===== config.mk =====
export PLATFORM = sky130hd
export DESIGN_NAME = block_mover
export DESIGN_NICKNAME = d
export VERILOG_FILES = /design/src/rtl/block_mover.sv
export SDC_FILE = /design/constraint.sdc
export NUM_CORES = 1
export LEC_CHECK = 0
export BUFFER_PORTS_ARGS = -buffer_cell sky130_fd_sc_hd__buf_4
export CAP_MARGIN = 20
export CORE_MARGIN = 10
export CORE_UTILIZATION = 35
export DETAILED_ROUTE_END_ITERATION = 10
export MAX_ROUTING_LAYER = met4
export PLACE_DENSITY = 0.63
export SLEW_MARGIN = 20
export SYNTH_ARGS = -nofsm -noshare
export SYNTH_HDL_FRONTEND = slang
export SYNTH_SLANG_ARGS = --single-unit

===== constraint.sdc =====
create_clock -name CLK -period 2.98 [get_ports CLK]
set_clock_uncertainty 0.15 [all_clocks]
set_input_delay 0.596 -clock CLK [delete_from_list [all_inputs] [get_ports CLK]]
set_output_delay 0.596 -clock CLK [all_outputs]
set_load 0.02 [all_outputs]

===== src/rtl/block_mover.sv =====
// rtl/block_mover.sv - single-order word mover between a device-section FIFO and an MCU DRAM page
module block_mover #(
  parameter int STALL_MAX = 15
) (
  input  logic        CLK,
  input  logic        RST,
  input  logic        ISSUE,
  input  logic [11:0] START,
  input  logic [5:0]  COUNT_REQ,
  input  logic [1:0]  SECTION,
  input  logic [1:0]  MODE,
  output logic [5:0]  COUNT_SENT,
  output logic        WORKING,
  output logic        IRQ,
  output logic        ABRUPT_STOP,
  output logic        FRDRAM_DEVERR,
  output logic        MEM_REQ,
  output logic        MEM_WE,
  output logic [11:0] MEM_ADDR,
  output logic [31:0] MEM_WDATA,
  input  logic        MEM_ACK,
  input  logic [31:0] MEM_RDATA,
  output logic [1:0]  DEV_SECTION,
  input  logic        DEV_EMPTY,
  input  logic [31:0] DEV_RDATA,
  input  logic        DEV_LAST,
  output logic        DEV_RD,
  input  logic        DEV_FULL,
  output logic        DEV_WR,
  output logic [31:0] DEV_WDATA,
  input  logic        DEV_ERR
);

  typedef enum logic [1:0] {S_IDLE, S_FETCH, S_PUT} state_t;

  localparam logic [3:0] STALL_LAST = 4'(STALL_MAX - 1);

  state_t      state, state_d;
  logic [11:0] addr_q;
  logic [5:0]  req_q, sent_q, sent_inc;
  logic [1:0]  section_q;
  logic        d2m_q;
  logic [31:0] data_q;
  logic        last_q, irq_q, abrupt_q, deverr_q;
  logic [3:0]  stall_q;

  logic mode_ok, load, cap_dev, cap_mem, complete;
  logic stall_inc, stall_clr, set_abrupt, set_deverr;
  logic mem_req, mem_we, dev_rd, dev_wr;

  assign mode_ok  = (MODE == 2'b01) || (MODE == 2'b10);
  assign sent_inc = sent_q + 6'd1;

  always_comb begin
    state_d    = state;
    load       = 1'b0;
    cap_dev    = 1'b0;
    cap_mem    = 1'b0;
    complete   = 1'b0;
    stall_inc  = 1'b0;
    stall_clr  = 1'b0;
    set_abrupt = 1'b0;
    set_deverr = 1'b0;
    mem_req    = 1'b0;
    mem_we     = 1'b0;
    dev_rd     = 1'b0;
    dev_wr     = 1'b0;
    unique case (state)
      S_IDLE: begin
        if (ISSUE && mode_ok) begin
          load    = 1'b1;
          state_d = S_FETCH;
        end
      end
      S_FETCH: begin
        // Abort conditions gate every handshake so nothing half-moves on the final edge
        if (!mode_ok) begin
          set_abrupt = 1'b1;
          state_d    = S_IDLE;
        end else if (!d2m_q && DEV_ERR) begin
          set_abrupt = 1'b1;
          set_deverr = 1'b1;
          state_d    = S_IDLE;
        end else if (sent_q == req_q) begin
          state_d = S_IDLE;
        end else if (d2m_q) begin
          if (!DEV_EMPTY) begin
            dev_rd    = 1'b1;
            cap_dev   = 1'b1;
            stall_clr = 1'b1;
            state_d   = S_PUT;
          end else begin
            stall_inc = 1'b1;
            if (stall_q == STALL_LAST) begin
              set_abrupt = 1'b1;
              state_d    = S_IDLE;
            end
          end
        end else begin
          mem_req = 1'b1;
          if (MEM_ACK) begin
            cap_mem = 1'b1;
            state_d = S_PUT;
          end
        end
      end
      S_PUT: begin
        if (!mode_ok) begin
          set_abrupt = 1'b1;
          state_d    = S_IDLE;
        end else if (!d2m_q && DEV_ERR) begin
          set_abrupt = 1'b1;
          set_deverr = 1'b1;
          state_d    = S_IDLE;
        end else if (d2m_q) begin
          mem_req  = 1'b1;
          mem_we   = 1'b1;
          complete = MEM_ACK;
        end else if (!DEV_FULL) begin
          dev_wr    = 1'b1;
          stall_clr = 1'b1;
          complete  = 1'b1;
        end else begin
          stall_inc = 1'b1;
          if (stall_q == STALL_LAST) begin
            set_abrupt = 1'b1;
            state_d    = S_IDLE;
          end
        end
        if (complete) begin
          if (sent_inc == req_q) begin
            state_d = S_IDLE;
          end else if (last_q) begin
            set_abrupt = 1'b1;
            state_d    = S_IDLE;
          end else begin
            state_d = S_FETCH;
          end
        end
      end
      default: state_d = S_IDLE;
    endcase
  end

  always_ff @(posedge CLK or negedge RST) begin
    if (!RST) begin
      state     <= S_IDLE;
      addr_q    <= '0;
      req_q     <= '0;
      sent_q    <= '0;
      section_q <= '0;
      d2m_q     <= 1'b0;
      data_q    <= '0;
      last_q    <= 1'b0;
      irq_q     <= 1'b0;
      abrupt_q  <= 1'b0;
      deverr_q  <= 1'b0;
      stall_q   <= '0;
    end else begin
      state <= state_d;
      if (load) begin
        addr_q    <= START;
        req_q     <= COUNT_REQ;
        section_q <= SECTION;
        d2m_q     <= (MODE == 2'b01);
        sent_q    <= '0;
        last_q    <= 1'b0;
        irq_q     <= 1'b0;
        abrupt_q  <= 1'b0;
        deverr_q  <= 1'b0;
        stall_q   <= '0;
      end
      if (cap_dev) begin
        data_q <= DEV_RDATA;
        last_q <= DEV_LAST;
      end
      if (cap_mem) data_q <= MEM_RDATA;
      if (stall_clr)      stall_q <= '0;
      else if (stall_inc) stall_q <= stall_q + 4'd1;
      if (complete) begin
        sent_q <= sent_inc;
        addr_q <= addr_q + 12'd1;
        if (d2m_q) irq_q <= last_q;
      end
      if (set_abrupt) abrupt_q <= 1'b1;
      if (set_deverr) deverr_q <= 1'b1;
    end
  end

  assign COUNT_SENT    = sent_q;
  assign WORKING       = (state != S_IDLE);
  assign IRQ           = irq_q;
  assign ABRUPT_STOP   = abrupt_q;
  assign FRDRAM_DEVERR = deverr_q;
  assign MEM_REQ       = mem_req;
  assign MEM_WE        = mem_we;
  assign MEM_ADDR      = addr_q;
  assign MEM_WDATA     = data_q;
  assign DEV_SECTION   = section_q;
  assign DEV_RD        = dev_rd;
  assign DEV_WR        = dev_wr;
  assign DEV_WDATA     = data_q;

endmodule


Word-level counts from Yosys, hierarchy flattened
Cells that the tools add are included.
{"block": "classes", "addsub": 3, "eq_ne": 11, "n_mux": 93, "reduce_logical": 14}
{"op": "1-bit 2-to-1 mux", "count": 66}
{"op": "32-bit 2-to-1 mux", "count": 2}
{"op": "2-bit 2-to-1 mux", "count": 13}
{"op": "12-bit 2-to-1 mux", "count": 2}
{"op": "12-bit by 1-bit adder with 12-bit output, second input constant", "count": 1}
{"op": "6-bit equality test", "count": 2}
{"op": "4-bit 2-to-1 mux", "count": 3}
{"op": "6-bit 2-to-1 mux", "count": 2}
{"op": "2-bit nonzero test", "count": 6}
{"op": "5-bit inequality test, second input constant", "count": 2}
{"op": "1-bit one-hot mux with 2 select lines", "count": 4}
{"op": "6-bit by 1-bit adder with 6-bit output, second input constant", "count": 1}
{"op": "6-bit inequality test, second input constant", "count": 1}
{"op": "2-bit one-hot mux with 3 select lines", "count": 1}
{"op": "4-bit by 1-bit adder with 4-bit output, second input constant", "count": 1}
{"op": "2-bit by 1-bit equality test with 1-bit output, second input constant", "count": 2}
{"op": "2-bit equality test, second input constant", "count": 2}
{"op": "4-bit equality test, second input constant", "count": 1}
{"op": "4-bit AND reduction", "count": 1}
{"op": "3-bit nonzero test", "count": 1}
{"op": "1-bit logical AND", "count": 2}
{"op": "2-bit logical NOT", "count": 1}
{"op": "2-bit inequality test, second input constant", "count": 1}
{"op": "2-bit OR reduction", "count": 1}
{"op": "2 further kinds", "count": 2}
{"block": "totals", "reg_bits": 69, "output_inout_bits": 92}

Logic depth before layout (Yosys ltp)
{"block": "logic_depth", "word_depth": 11, "ltp_mapped": 8}

Worst setup path before layout
OpenSTA, ideal clock, no wires.
{"block": "synth_path", "kind": "input to output", "from": "input port MODE[1]", "to": "output port DEV_WR", "arrival_time_ps": 1951, "required_time_ps": 2234, "slack_ps": 283, "stages": 5, "path_buffers": 1, "cell_sequence": "inv_1 ha_1 buf_2 or3_1 nor3_1"}
{"block": "synth_via", "elab_chain_len": 4}
{"element": "from (decl)", "line": "11", "source": "input logic [1:0] MODE,"}
{"element": "2-bit by 1-bit equality test with 1-bit output / 2-bit equality test (equally long branches)", "line": "51", "source": "assign mode_ok = (MODE == 2'b01) || (MODE == 2'b10);"}
{"element": "1-bit logical OR *", "line": "51"}
{"element": "1-bit 2-to-1 mux *", "line": "108", "source": "if (!mode_ok) begin"}
{"element": "1-bit 2-to-1 mux *", "line": "68", "source": "unique case (state)"}
{"element": "to (decl)", "line": "29", "source": "output logic DEV_WR,"}
Mark *: on every way between the ends. The rest lies on a longest branch, timed or not.

Worst setup path in the final report
{"block": "layout_path", "from": "input port MODE[0]", "to": "output port DEV_WR"}
Same word-level chain as after synthesis.

==> impl_table.tex <==
\begin{tabular}{lr}
\hline
Metric & Value \\
\hline
\multicolumn{2}{l}{\textbf{Synthesis}} \\
\quad Gate count of the mapped netlist & about 420 \\
\quad Synthesized-area fraction occupied by adder cells & 2.77\% \\
\quad Number of flops mapped to enable cells by yosys & 0 \\
\quad Synthesized netlist net count & between 500 and 600 \\
\quad Fraction of post-synthesis cell area in the top cell type by area & between 30 and 40\% \\
\quad Number of library cell types mapped by synthesis & 58 \\
\quad Mapped Avg Cell Area & between 10 and 15 um2 \\
\quad Flops \& latches, synth & between 60 and 70 \\
\quad Yosys warning total & 0 \\
\quad Synthesized-area fraction occupied by xor and xnor cells & under 10\% \\
\quad Basic-gate share of the synthesized area counting and, or, nand and nor cells & $\sim$14\% \\
\quad Compound-Gate Fraction of Synth Area & about an eighth \\
\quad Largest family of logic cells by synthesized area & multiplexers \\
\quad Async set-or-reset flop fraction in the synthesized netlist & between 90\% and 100\% \\
\quad Top post-synthesis cells by area & dfrtp\_1, mux2\_4, mux2\_1 \\
\quad Cell taking the most area after synthesis & dfrtp\_1 \\
\quad Share of cell area taken by muxes after synthesis & between 10\% and 20\% \\
\quad Post-Syn Area & 4420 um2 \\
\quad Portion of the post-synthesis area used by sequential elements & 39.1\% \\
\quad Ys flop type & dfrtp\_1 \\
\multicolumn{2}{l}{\textbf{Place}} \\
\quad Detailed placement HPWL & 10600 um \\
\quad Placer congestion estimate & 0.839 \\
\quad Total placed cells including tap cells & 733 \\
\quad Number of buffers added on ports & between 150 and 200 \\
\multicolumn{2}{l}{\textbf{CTS}} \\
\quad Clk pin slew, worst setup/hold paths & $\sim$50 ps \\
\quad Root buffer cell & clkbuf\_16 \\
\quad TritonCTS clock tree & yes \\
\quad Clock insertion delay at the later pin of the skew report & 330 ps \\
\quad Number of resized instances in the post-cts repair step & 0 \\
\quad H-Tree Level Count & 3 \\
\quad CTS Buf Count & 9 \\
\quad Buffer levels on the longest clock path & 2 \\
\quad Hold Buf Count CTS & 0 \\
\quad Number of sinks handled by clock tree synthesis & 69 \\
\quad Number of post-CTS setup repair buffers & 0 \\
\multicolumn{2}{l}{\textbf{Timing}} \\
\quad Slew at the pin with the worst max-slew slack & approximately 920 ps \\
\quad Number of hold-slack violations in the final timing report & 0 \\
\quad Highest attainable clock frequency & 369 MHz \\
\quad Total negative slack for setup checks & 0 ps \\
\quad Minimum clock period after layout & $\sim$2700 ps \\
\quad Final setup vio count & 0 \\
\quad Final number of max-transition violations & 0 \\
\quad Unrepaired setup endpoints after global routing & false \\
\quad Worst relative slew slack & 38.9\% \\
\quad Final Cycle Share & between 90\% and 100\% \\
\quad Worst hold-check slack & approximately 240 ps \\
\multicolumn{2}{l}{\textbf{Run status}} \\
\quad Result of the run & complete, no violations \\
\multicolumn{2}{l}{\textbf{Floorplanning}} \\
\quad Vertical extent of the die & between 100 and 150 um \\
\quad Die area & approximately 18000 um2 \\
\quad Core region area & 12200 um2 \\
\quad Effective utilization at floorplan & about 36\% \\
\quad Die X & 132 um \\
\quad Number of top-level design ports & 186 \\
\quad Cell row count & 40 \\
\multicolumn{2}{l}{\textbf{Critical path}} \\
\quad Longest individual stage delay on the worst path & roughly 380 ps \\
\quad Critical path required time & 2230 ps \\
\quad Cell repeated most along the worst path & buf\_4 \\
\quad Type of element launching the critical path & primary input \\
\quad CP bufs+invs & 3 \\
\quad Arrival time at the worst endpoint & 1960 ps \\
\quad Critical path class & in -> out \\
\quad Cells traversed along the worst timing path & buf\_4 > ha\_1 > buf\_4 > or3\_1 > nor3\_1 > buf\_4 \\
\quad Family of cells with the greatest summed delay on the critical path & simple AND/OR/NAND/NOR gates \\
\quad Maximum net fanout on the critical path & 13 \\
\quad Crit-path slowest cell & or3\_1 \\
\quad Kind of end point of the critical path & output pin \\
\multicolumn{2}{l}{\textbf{GRT}} \\
\quad Total GRT Usage & 15.6\% \\
\quad Wire length of the first global-routing pass & between 20000 and 25000 um \\
\quad Number of antenna violations at the first check in global routing & 0 \\
\quad Congestion Overflow GR & 0 \\
\quad Maximum number of pins on one net before global-route repair & 70 \\
\quad Vias in the first global route & between 3000 and 4000 \\
\multicolumn{2}{l}{\textbf{Final layout}} \\
\quad FILL cells & $\sim$1200 \\
\quad Antenna fix cells & 0 \\
\quad P\&R area growth vs syn & 35.6\% \\
\quad Combined flip-flop and latch cell area & 1730 um2 \\
\quad Nets@finish & around 680 \\
\quad Fraction of final layout cells sized beyond drive strength 1 & $\sim$45\% \\
\quad Non-filler instance count after layout & between 700 and 800 \\
\quad Footprint of the multi-input gates & between 2000 and 2500 um2 \\
\multicolumn{2}{l}{\textbf{Routing}} \\
\quad Post-detailed-route count of antenna-violating nets & 0 \\
\quad Detailed-route via count & 3628 \\
\quad Count of TritonRoute iterations in the first routing pass & 4 \\
\quad Initial DRC Count & about 230 \\
\quad Drc violations & 0 \\
\quad Routed wire per std cell & $\sim$18 um \\
\quad Vias per cell & between 4 and 5 \\
\quad Drt total wl & between 10000 and 15000 um \\
\multicolumn{2}{l}{\textbf{Pwr}} \\
\quad Leakage power of the design & 0.00295 uW \\
\quad Power per cell area & 1000 nW/um2 \\
\quad Peak VDD IR & 0.368 mV \\
\multicolumn{2}{l}{\textbf{Min path}} \\
\quad Type of the worst min-delay path & in -> async \\
\multicolumn{2}{l}{\textbf{Job}} \\
\quad Reported max-cap violation count & 0 \\
\hline
\end{tabular}
placed cells by master (no fill, tap or decap), types with 2 or more instances in the layout:
cell type and count:
buf_4 189, dfrtp_1 69, nand2_1 49, mux2_4 30, mux2_1 26, o21ai_0 22
nor2_1 21, inv_1 18, nand3_1 15, a21oi_1 12, nor3_1 10, ha_1 9
clkbuf_16 9, a211oi_1 8, mux2_2 8, nor2b_1 6, o2111ai_1 6, o22ai_1 5
xnor2_1 4, and3_1 4, nor3b_1 3, and2_1 3, xor2_1 3, nor4_1 3
a31oi_1 3, clkinv_2 3, xnor2_2 2, o211ai_1 2, a2111oi_0 2, nand2b_1 2
a221o_1 2, a311oi_1 2, clkbuf_8 2, buf_12 2
layout make-up:
cell class | instances | area share [%]
timing repair buffer | 191 | 24.4
inverter | 18 | 1.13
sequential | 69 | 28.8
clock buffer | 12 | 4.28
tap | 168 | 3.51
multi-input combinational | 287 | 37.5
clock inverter | 4 | 0.376
logic make-up after synthesis:
family / count (synthesis)
simple gates: 127
compound gates: 75
flops: 69
buf+inv: 67
mux: 65
xor+xnor: 10
fa+ha+maj: 10
sequential cells by signal, indices dropped and copies added (netlist names):
name	flops
IRQ	1
req_q	6
ABRUPT_STOP	1
DEV_SECTION	2
state	2
d2m_q	1
MEM_ADDR	12
DEV_WDATA	32
stall_q	4
last_q	1
COUNT_SENT	6
FRDRAM_DEVERR	1
stage by stage:
stage | power (uW) | cell area, um2 | setup slack, ps | util [%]
after CTS | 6100 | 5990 | 279 | 49.1
after floorplan | 3970 | 4420 | 283 | -
after global routing | 6410 | 5990 | 136 | 49.1
after detailed placement | 5060 | 5710 | 299 | 46.8
final | 6010 | 5990 | 273 | 49.1
after global placement | 4980 | 5710 | 315 | 46.8
metal layers:
layer	vias up	routed length, um	global-route usage [%]
li1	1777	-	-
met1	1740	5470	16.6
met2	100	7380	27.7
met3	11	634	4.46
met4	0	135	4.03
met5	-	0	-
worst reg2reg max path, cell delays in order (launching register included):
cell	delay, ps
dfrtp_1	540
xnor2_4	280
and4_4	290
a21oi_4	80
nand3_2	80
buf_4	490
mux2_2	410
power breakdown:
group          total, uW  switching [uW]  leakage (uW)  internal [uW]
Clock               1000             400      0.000138            604
Sequential          1760             414      0.000846           1340
Combinational       3250            1690       0.00197           1550
worst paths after layout:
check / startpoint / to / slack (ps) / cells past startpoint
setup / recovery: MODE[0] / DEV_WR / 270 / 6
hold / removal: RST / DEV_WDATA[26] / 240 / 1
setup reg to reg: COUNT_SENT[3] / DEV_WDATA[1] / 550 / 6
hold reg to reg: DEV_SECTION[0] / DEV_SECTION[0] / 330 / 2
max in group asynchronous: RST / MEM_ADDR[8] / 1840 / 1
min in group CLK: SECTION[1] / DEV_SECTION[1] / 300 / 3
cells in the mapped netlist, drive strengths merged (3+ instances only):
library cell / instances
o211ai: 3
o2111ai: 6
xnor2: 7
nor3: 12
o22ai: 5
nor3b: 3
inv: 18
nor4: 3
nand3: 16
a21oi: 13
ha: 9
nor2b: 6
dfrtp: 69
and3: 4
a211oi: 8
o21ai: 22
xor2: 3
nand2: 50
and2: 3
nor2: 22
mux2: 64
buf: 46
clkbuf: 3
a31oi: 3
No activity file was read; power rests on OpenSTA's default activity.
